--- src/rtl/pc_sequencer.sv ---
// Program-counter sequencer: fetch/execute FSM that steps, branches, jumps,
// traps and halts the PC, with a sticky flag for misaligned redirect targets.
module pc_sequencer #(
  parameter logic [31:0] RESET_VECTOR = 32'h0000_0000,
  parameter logic [31:0] TRAP_VECTOR  = 32'h0000_0100
) (
  input  logic        clk,
  input  logic        reset,
  output logic        imem_req,
  input  logic        imem_ack,
  input  logic        stall,
  input  logic        branch_taken,
  input  logic [31:0] branch_offset,
  input  logic        jump_en,
  input  logic [31:0] jump_target,
  input  logic        trap,
  input  logic        halt,
  output logic [31:0] pc_out,
  output logic        instr_valid,
  output logic        halted,
  output logic        misaligned,
  output logic [1:0]  dbg_state
);

  typedef enum logic [1:0] {
    IDLE   = 2'd0,
    FETCH  = 2'd1,
    EXEC   = 2'd2,
    HALTED = 2'd3
  } state_t;

  state_t      state;
  state_t      state_next;
  logic [31:0] pc_next;
  logic [31:0] candidate;
  logic        mis_next;

  always_ff @(posedge clk or negedge reset) begin
    if (!reset) begin
      state      <= IDLE;
      pc_out     <= RESET_VECTOR;
      misaligned <= 1'b0;
    end else begin
      state      <= state_next;
      pc_out     <= pc_next;
      misaligned <= mis_next;
    end
  end

  // Fetch handshake: imem_req is held for the whole FETCH state and the fetch
  // completes on the first rising edge that sees imem_ack=1; ack is ignored
  // in every other state, so a request can never be withdrawn before ack.
  always_comb begin
    state_next = state;
    pc_next    = pc_out;
    mis_next   = misaligned;
    candidate  = pc_out + 32'd4;
    case (state)
      IDLE: state_next = FETCH;
      FETCH: begin
        if (imem_ack) state_next = EXEC;
      end
      EXEC: begin
        if (!stall) begin
          if (trap) begin
            pc_next    = TRAP_VECTOR;
            state_next = FETCH;
          end else if (halt) begin
            state_next = HALTED;
          end else begin
            if (jump_en) candidate = jump_target;
            else if (branch_taken) candidate = pc_out + branch_offset;
            state_next = FETCH;
            // A misaligned target is diverted to the trap handler and latched.
            if (candidate[1:0] != 2'b00) begin
              pc_next  = TRAP_VECTOR;
              mis_next = 1'b1;
            end else begin
              pc_next = candidate;
            end
          end
        end
      end
      HALTED: begin
        if (trap) begin
          pc_next    = TRAP_VECTOR;
          state_next = FETCH;
        end
      end
      default: state_next = IDLE;
    endcase
  end

  assign imem_req    = (state == FETCH);
  assign instr_valid = (state == EXEC);
  assign halted      = (state == HALTED);
  assign dbg_state   = state;

endmodule

--- config.mk ---
export PLATFORM = sky130hd
export DESIGN_NAME = pc_sequencer
export DESIGN_NICKNAME = d
export VERILOG_FILES = /design/src/rtl/pc_sequencer.sv
export SDC_FILE = /design/constraint.sdc
export NUM_CORES = 1
export LEC_CHECK = 0
export BUFFER_PORTS_ARGS = -buffer_cell sky130_fd_sc_hd__buf_2
export CAP_MARGIN = 30
export CELL_PAD_IN_SITES_DETAIL_PLACEMENT = 1
export CELL_PAD_IN_SITES_GLOBAL_PLACEMENT = 1
export CORE_ASPECT_RATIO = 1.2
export CORE_MARGIN = 4
export CORE_UTILIZATION = 39
export DETAILED_ROUTE_END_ITERATION = 10
export GPL_TIMING_DRIVEN = 0
export PLACE_DENSITY = 0.85
export SLEW_MARGIN = 10
export SYNTH_ARGS = -nofsm -noshare
export SYNTH_HDL_FRONTEND = slang
export SYNTH_SLANG_ARGS = --single-unit
--- constraint.sdc ---
create_clock -name clk -period 3 [get_ports clk]
set_input_delay 0.9 -clock clk [delete_from_list [all_inputs] [get_ports clk]]
set_output_delay 0.9 -clock clk [all_outputs]
set_load 0.005 [all_outputs]
# After elaboration in Yosys (flattened, before gate mapping)
# Cells that the tools add are included.
[op_classes]
n_addsub = 2
eq_ne = 7
muxes = 18
bitwise_logic = 3
reduce_logical = 6
[op_table]
columns = ["op", "n"]
rows = [
  ["two-way mux 32 bit", 11],
  ["one-hot mux 32 bit (2 select lines)", 1],
  ["adder 32 x 3 -> 32 bit, second input constant", 1],
  ["adder 32 bit", 1],
  ["two-way mux 2 bit", 5],
  ["one-hot mux 2 bit (4 select lines)", 1],
  ["AND reduction 5 bit", 1],
  ["equality test 2 bit, second input constant", 2],
  ["!= test 2 bit, second input constant", 2],
  ["AND reduction 4 bit", 1],
  ["nonzero test 2 bit", 2],
  ["!= test 3 bit, second input constant", 1],
  ["inverter 1 bit", 3],
  ["AND reduction 3 bit", 1],
  ["equality test 2 x 1 -> 1 bit, second input constant", 1],
  ["zero test 2 bit", 1],
  ["!= test 2 x 1 -> 1 bit, second input constant", 1],
]
[word_totals]
ff_bits = 35
inputBits = 72
output_inout_bits = 38
elab_cells = 39

# Longest topological paths before layout
[depth]
word_depth = 13
ltp_mapped = 14
ltp_nobuf = 13

# Worst setup path after synthesis
# OpenSTA, ideal clock, no wires.
[synth_path]
path_type = "input to register"
start = "in branch_offset[0]"
end = "reg pc_out[24]"
setup_time_ns = 0.121
arrival_time_ns = 3.126
required_ns = 2.879
setup_slack_ns = -0.247
stages = 13
n_path_buf = 0
cell_sequence = "ha_1 inv_1 fa_1 nand2b_1 a2111oi_2 o31ai_1 a311oi_1 o21ai_1 o21ai_1 xnor2_1 nand3_1 a31oi_1 o21ai_1"
[synth_between]
elab_chain_len = 13
[synth_lines]
columns = ["element", "line", "text"]
rows = [
  ["from (decl)", "13", "input logic [31:0] branch_offset,"],
  ["adder 32 bit *", "72", "else if (branch_taken) candidate = pc_out + branch_offset;"],
  ["two-way mux 32 bit *", "72", ""],
  ["two-way mux 32 bit *", "71", "if (jump_en) candidate = jump_target;"],
  ["two-way mux 32 bit *", "68", "end else if (halt) begin"],
  ["two-way mux 32 bit *", "65", "if (trap) begin"],
  ["two-way mux 32 bit *", "64", "if (!stall) begin"],
  ["two-way mux 32 bit *", "58", "case (state)"],
  ["nonzero test 2 bit", "75", "if (candidate[1:0] != 2'b00) begin"],
  ["two-way mux 32 bit *", "75", ""],
  ["two-way mux 32 bit *", "68", ""],
  ["two-way mux 32 bit *", "65", ""],
  ["two-way mux 32 bit *", "64", ""],
  ["one-hot mux 32 bit (2 select lines) *", "58", ""],
  ["to (signal assigned)", "45", "pc_out <= pc_next;"],
  ["to (decl)", "18", "output logic [31:0] pc_out,"],
]
# Mark *: on every way between the ends. The rest lies on a longest branch, timed or not. The select of a mux whose other input is x is not followed.
# A chain may end at the register's enable or synchronous reset.

# Worst setup path in the final report
[layout_path]
start = "in branch_offset[23]"
end = "reg pc_out[31]"
[layout_between]
elab_chain_len = 12
[layout_lines]
columns = ["element", "line"]
rows = [
  ["adder 32 bit", "72"],
  ["two-way mux 32 bit", "72"],
  ["two-way mux 32 bit", "71"],
  ["two-way mux 32 bit", "68"],
  ["two-way mux 32 bit", "65"],
  ["two-way mux 32 bit", "64"],
  ["two-way mux 32 bit", "58"],
  ["two-way mux 32 bit", "75"],
  ["two-way mux 32 bit", "68"],
  ["two-way mux 32 bit", "65"],
  ["two-way mux 32 bit", "64"],
  ["one-hot mux 32 bit (2 select lines)", "58"],
]
# No other way between the ends. The select of a mux whose other input is x is not followed.

==> flow_summary.json <==
{
  "vias_per_cell": 6.24,
  "routed_wirelength_um": 18500,
  "dr.pass1.iters": 5,
  "outcome": "complete, but fails checks",
  "ios": 110,
  "synth_cells": 532,
  "hold_slack_ns": 0.485,
  "layout.nets": 779,
  "netlist.area_leader.share_pct": 21.6,
  "diodes": 0,
  "place_ws_ns": -0.729,
  "cts.path.max_buffers": 2,
  "antenna_found_initial": 0,
  "path_clk_slew_ns": 0.07,
  "syn_avg_cell_area_um2": 7.61,
  "grt_max_degree": 36,
  "drc_errors": 0,
  "numPortBuffers": 108,
  "failed_checks": "negative setup slack",
  "synth_top_area_cell": "dfrtp_1",
  "power_density_nw_per_um2": 903,
  "clock_skew_ns": 0.0123,
  "netlist-cell-type-count": 67,
  "synth_seq_cells": 35,
  "grt_pass1_wl_um": 27100,
  "synth_area_um2": 4050,
  "max-slew-margin-rel_pct": 50.0,
  "grt_overflow_total": 0,
  "cp_max_fo": 10,
  "cts_buffers": 5,
  "drive_gt1_share_pct": 31.4,
  "synth_edf_count": 0,
  "dieArea_um2": 12100,
  "fin_area_um2": 5550,
  "rsz0062_at_grt": "yes",
  "finalSetupViolations": 17,
  "cts_max_level": 2,
  "clock_latency_ns": 0.29,
  "area_delta_synth_final_pct": 37.1,
  "cp-end-kind": "register",
  "vias": 4975,
  "yosysSeqAreaShare_pct": 21.6,
  "hold_viol_final": 0,
  "place_area_um2": 4830,
  "crit_type": "primary input to register",
  "drv_slew": 0,
  "setup_ws_ns": -0.287,
  "async_flop_share_pct": 100,
  "layout_min_cycle_time_ns": 3.29,
  "power_mw": 5.01,
  "grt_pass1_vias": 5224,
  "dp_cells": 766,
  "cts_root_buf": "clkbuf_16",
  "max-vdd-ir-drop_mv": 0.443,
  "dr.first_iter.drc_count": 410,
  "tns_ns": -2.87,
  "post_drt_wl_per_cell_um": 23.2,
  "worst_pin_slew_ns": 0.742,
  "start_util_pct": 40.2,
  "instances_no_fill": 797,
  "fmax_mhz": 304,
  "synth-main-ff-cell": "dfrtp_1",
  "leakage_nw": 2.54,
  "fillers": 1249,
  "core_um2": 10100,
  "cp.required_ns": 3.18,
  "place_congestion": 0.915,
  "clock-sinks": 35,
  "place_hpwl_um": 12000,
  "critPathArrivalTime_ns": 3.46,
  "maxCapViolCount": 0,
  "fin_crit_sh_pct": 110,
  "antenna_left": 0,
  "final_core_util_pct": 55.2,
  "cts_tree": "done",
  "dieHeight_um": 120,
  "yosys_warnings": 0,
  "hold_buffers": 0,
  "synth_nets": 641,
  "startpoint_type": "primary input",
  "grtUsageTotal_pct": 27.9,
  "dieWidth_um": 101,
  "hp-class": "register to register",
  "rows": 40,
  "synth_area_leaders": "dfrtp_1, ha_1, xnor2_1",
  "synth_common_cells": "nand2_1, nor2_1, a21oi_1"
}
[per-layer routing]
metal / wire length (µm) / vias up / track usage (%)
met4: 910 / 0 / 12.1
met1: 7010 / 2407 / 32.3
met5: 0 / - / 0
met3: 1240 / 78 / 3.84
met2: 9340 / 262 / 50.3
li1: - / 2228 / -
[report_power, final]
group          total, mW  internal, mW  switching, mW
registers           1.10         0.672          0.432
logic               3.27          1.43           1.84
clock network      0.641         0.414          0.227
[registers in the layout, indices dropped and copies added, names as in the netlist]
register / count
misaligned: 1
dbg_state: 2
pc_out: 32
[final cells by class]
type | count | area (µm²) | area share (%)
Timing Repair Buffer | 133 | 772 | 13.9
Buffer | 18 | 103 | 1.85
Clock buffer | 6 | 139 | 2.50
Sequential cell | 35 | 876 | 15.8
Multi-Input combinational cell | 453 | 3380 | 60.9
Clock inverter | 2 | 35.0 | 0.631
Tap cell | 126 | 158 | 2.84
Inverter | 24 | 90.1 | 1.62
[timing repair]
action,4_1_cts,5_1_grt
pin swaps,13,13
setup endpoints to repair,20,29
cloned,0,2
gates resized for setup,41,37
setup buffers,11,11
[critical path, stage by stage]
cell       delay [ns]
buf_2            0.10
ha_1             0.29
clkbuf_1         0.42
nand4_1          0.31
nor2_1           0.20
a211oi_2         0.08
o21ai_0          0.43
a211oi_2         0.12
a2111oi_2        0.37
o21ai_1          0.11
o311ai_1         0.13
[cells by family (layout without fill, tap and decap cells)]
| group | count (synthesis) | in the layout | share of synthesized area, % |
|---|---|---|---|
| adders and majority gates | 37 | 37 | 11.6 |
| DFF | 35 | 35 | 21.6 |
| and+or+nand+nor | 176 | 176 | 21.1 |
| AOI/OAI and AO/OA | 190 | 190 | 30.5 |
| muxes | 5 | 5 | 1.27 |
| buffers and inverters | 44 | 183 | 4.17 |
| xor gates and xnor gates | 45 | 45 | 9.73 |
[layout by cell type (no fill, tap or decap), types with 3 or more instances in the layout]
| cell type | n |
|---|---|
| and3_1 | 5 |
| and2_1 | 4 |
| o21ai_1 | 22 |
| o31ai_1 | 4 |
| nor2_2 | 4 |
| clkbuf_16 | 7 |
| o21ai_0 | 19 |
| xnor2_2 | 3 |
| nand4_1 | 8 |
| buf_4 | 21 |
| o21ai_2 | 7 |
| a21o_1 | 15 |
| inv_1 | 23 |
| buf_6 | 3 |
| a211oi_1 | 11 |
| ha_4 | 5 |
| a211oi_2 | 5 |
| buf_2 | 109 |
| clkbuf_1 | 11 |
| nor2b_1 | 3 |
| o21bai_1 | 6 |
| ha_1 | 29 |
| nor2_4 | 3 |
| nand3_1 | 24 |
| a21oi_2 | 4 |
| buf_1 | 3 |
| xnor2_1 | 29 |
| o211ai_1 | 5 |
| nand3b_1 | 3 |
| xor2_1 | 13 |
| nand2b_1 | 6 |
| a31oi_4 | 3 |
| nor3_1 | 3 |
| a22oi_1 | 10 |
| nand2_1 | 50 |
| dfrtp_1 | 35 |
| o21a_1 | 4 |
| a21oi_1 | 45 |
| mux2i_1 | 3 |
| nor2_1 | 46 |
[final timing paths]
kind	startpoint	end	slack (ns)	depth (start not counted)
worst max-delay path	branch_offset[23]	pc_out[31]	-0.29	11
worst max register to register	pc_out[23]	pc_out[31]	-0.10	10
worst min register to register	misaligned	misaligned	0.49	1
min in group asynchronous	reset	pc_out[24]	0.50	1
max in group asynchronous	reset	pc_out[14]	2.04	2
worst min-delay path	misaligned	misaligned	0.49	1
Note: power is estimated with default switching activity, not from simulation.
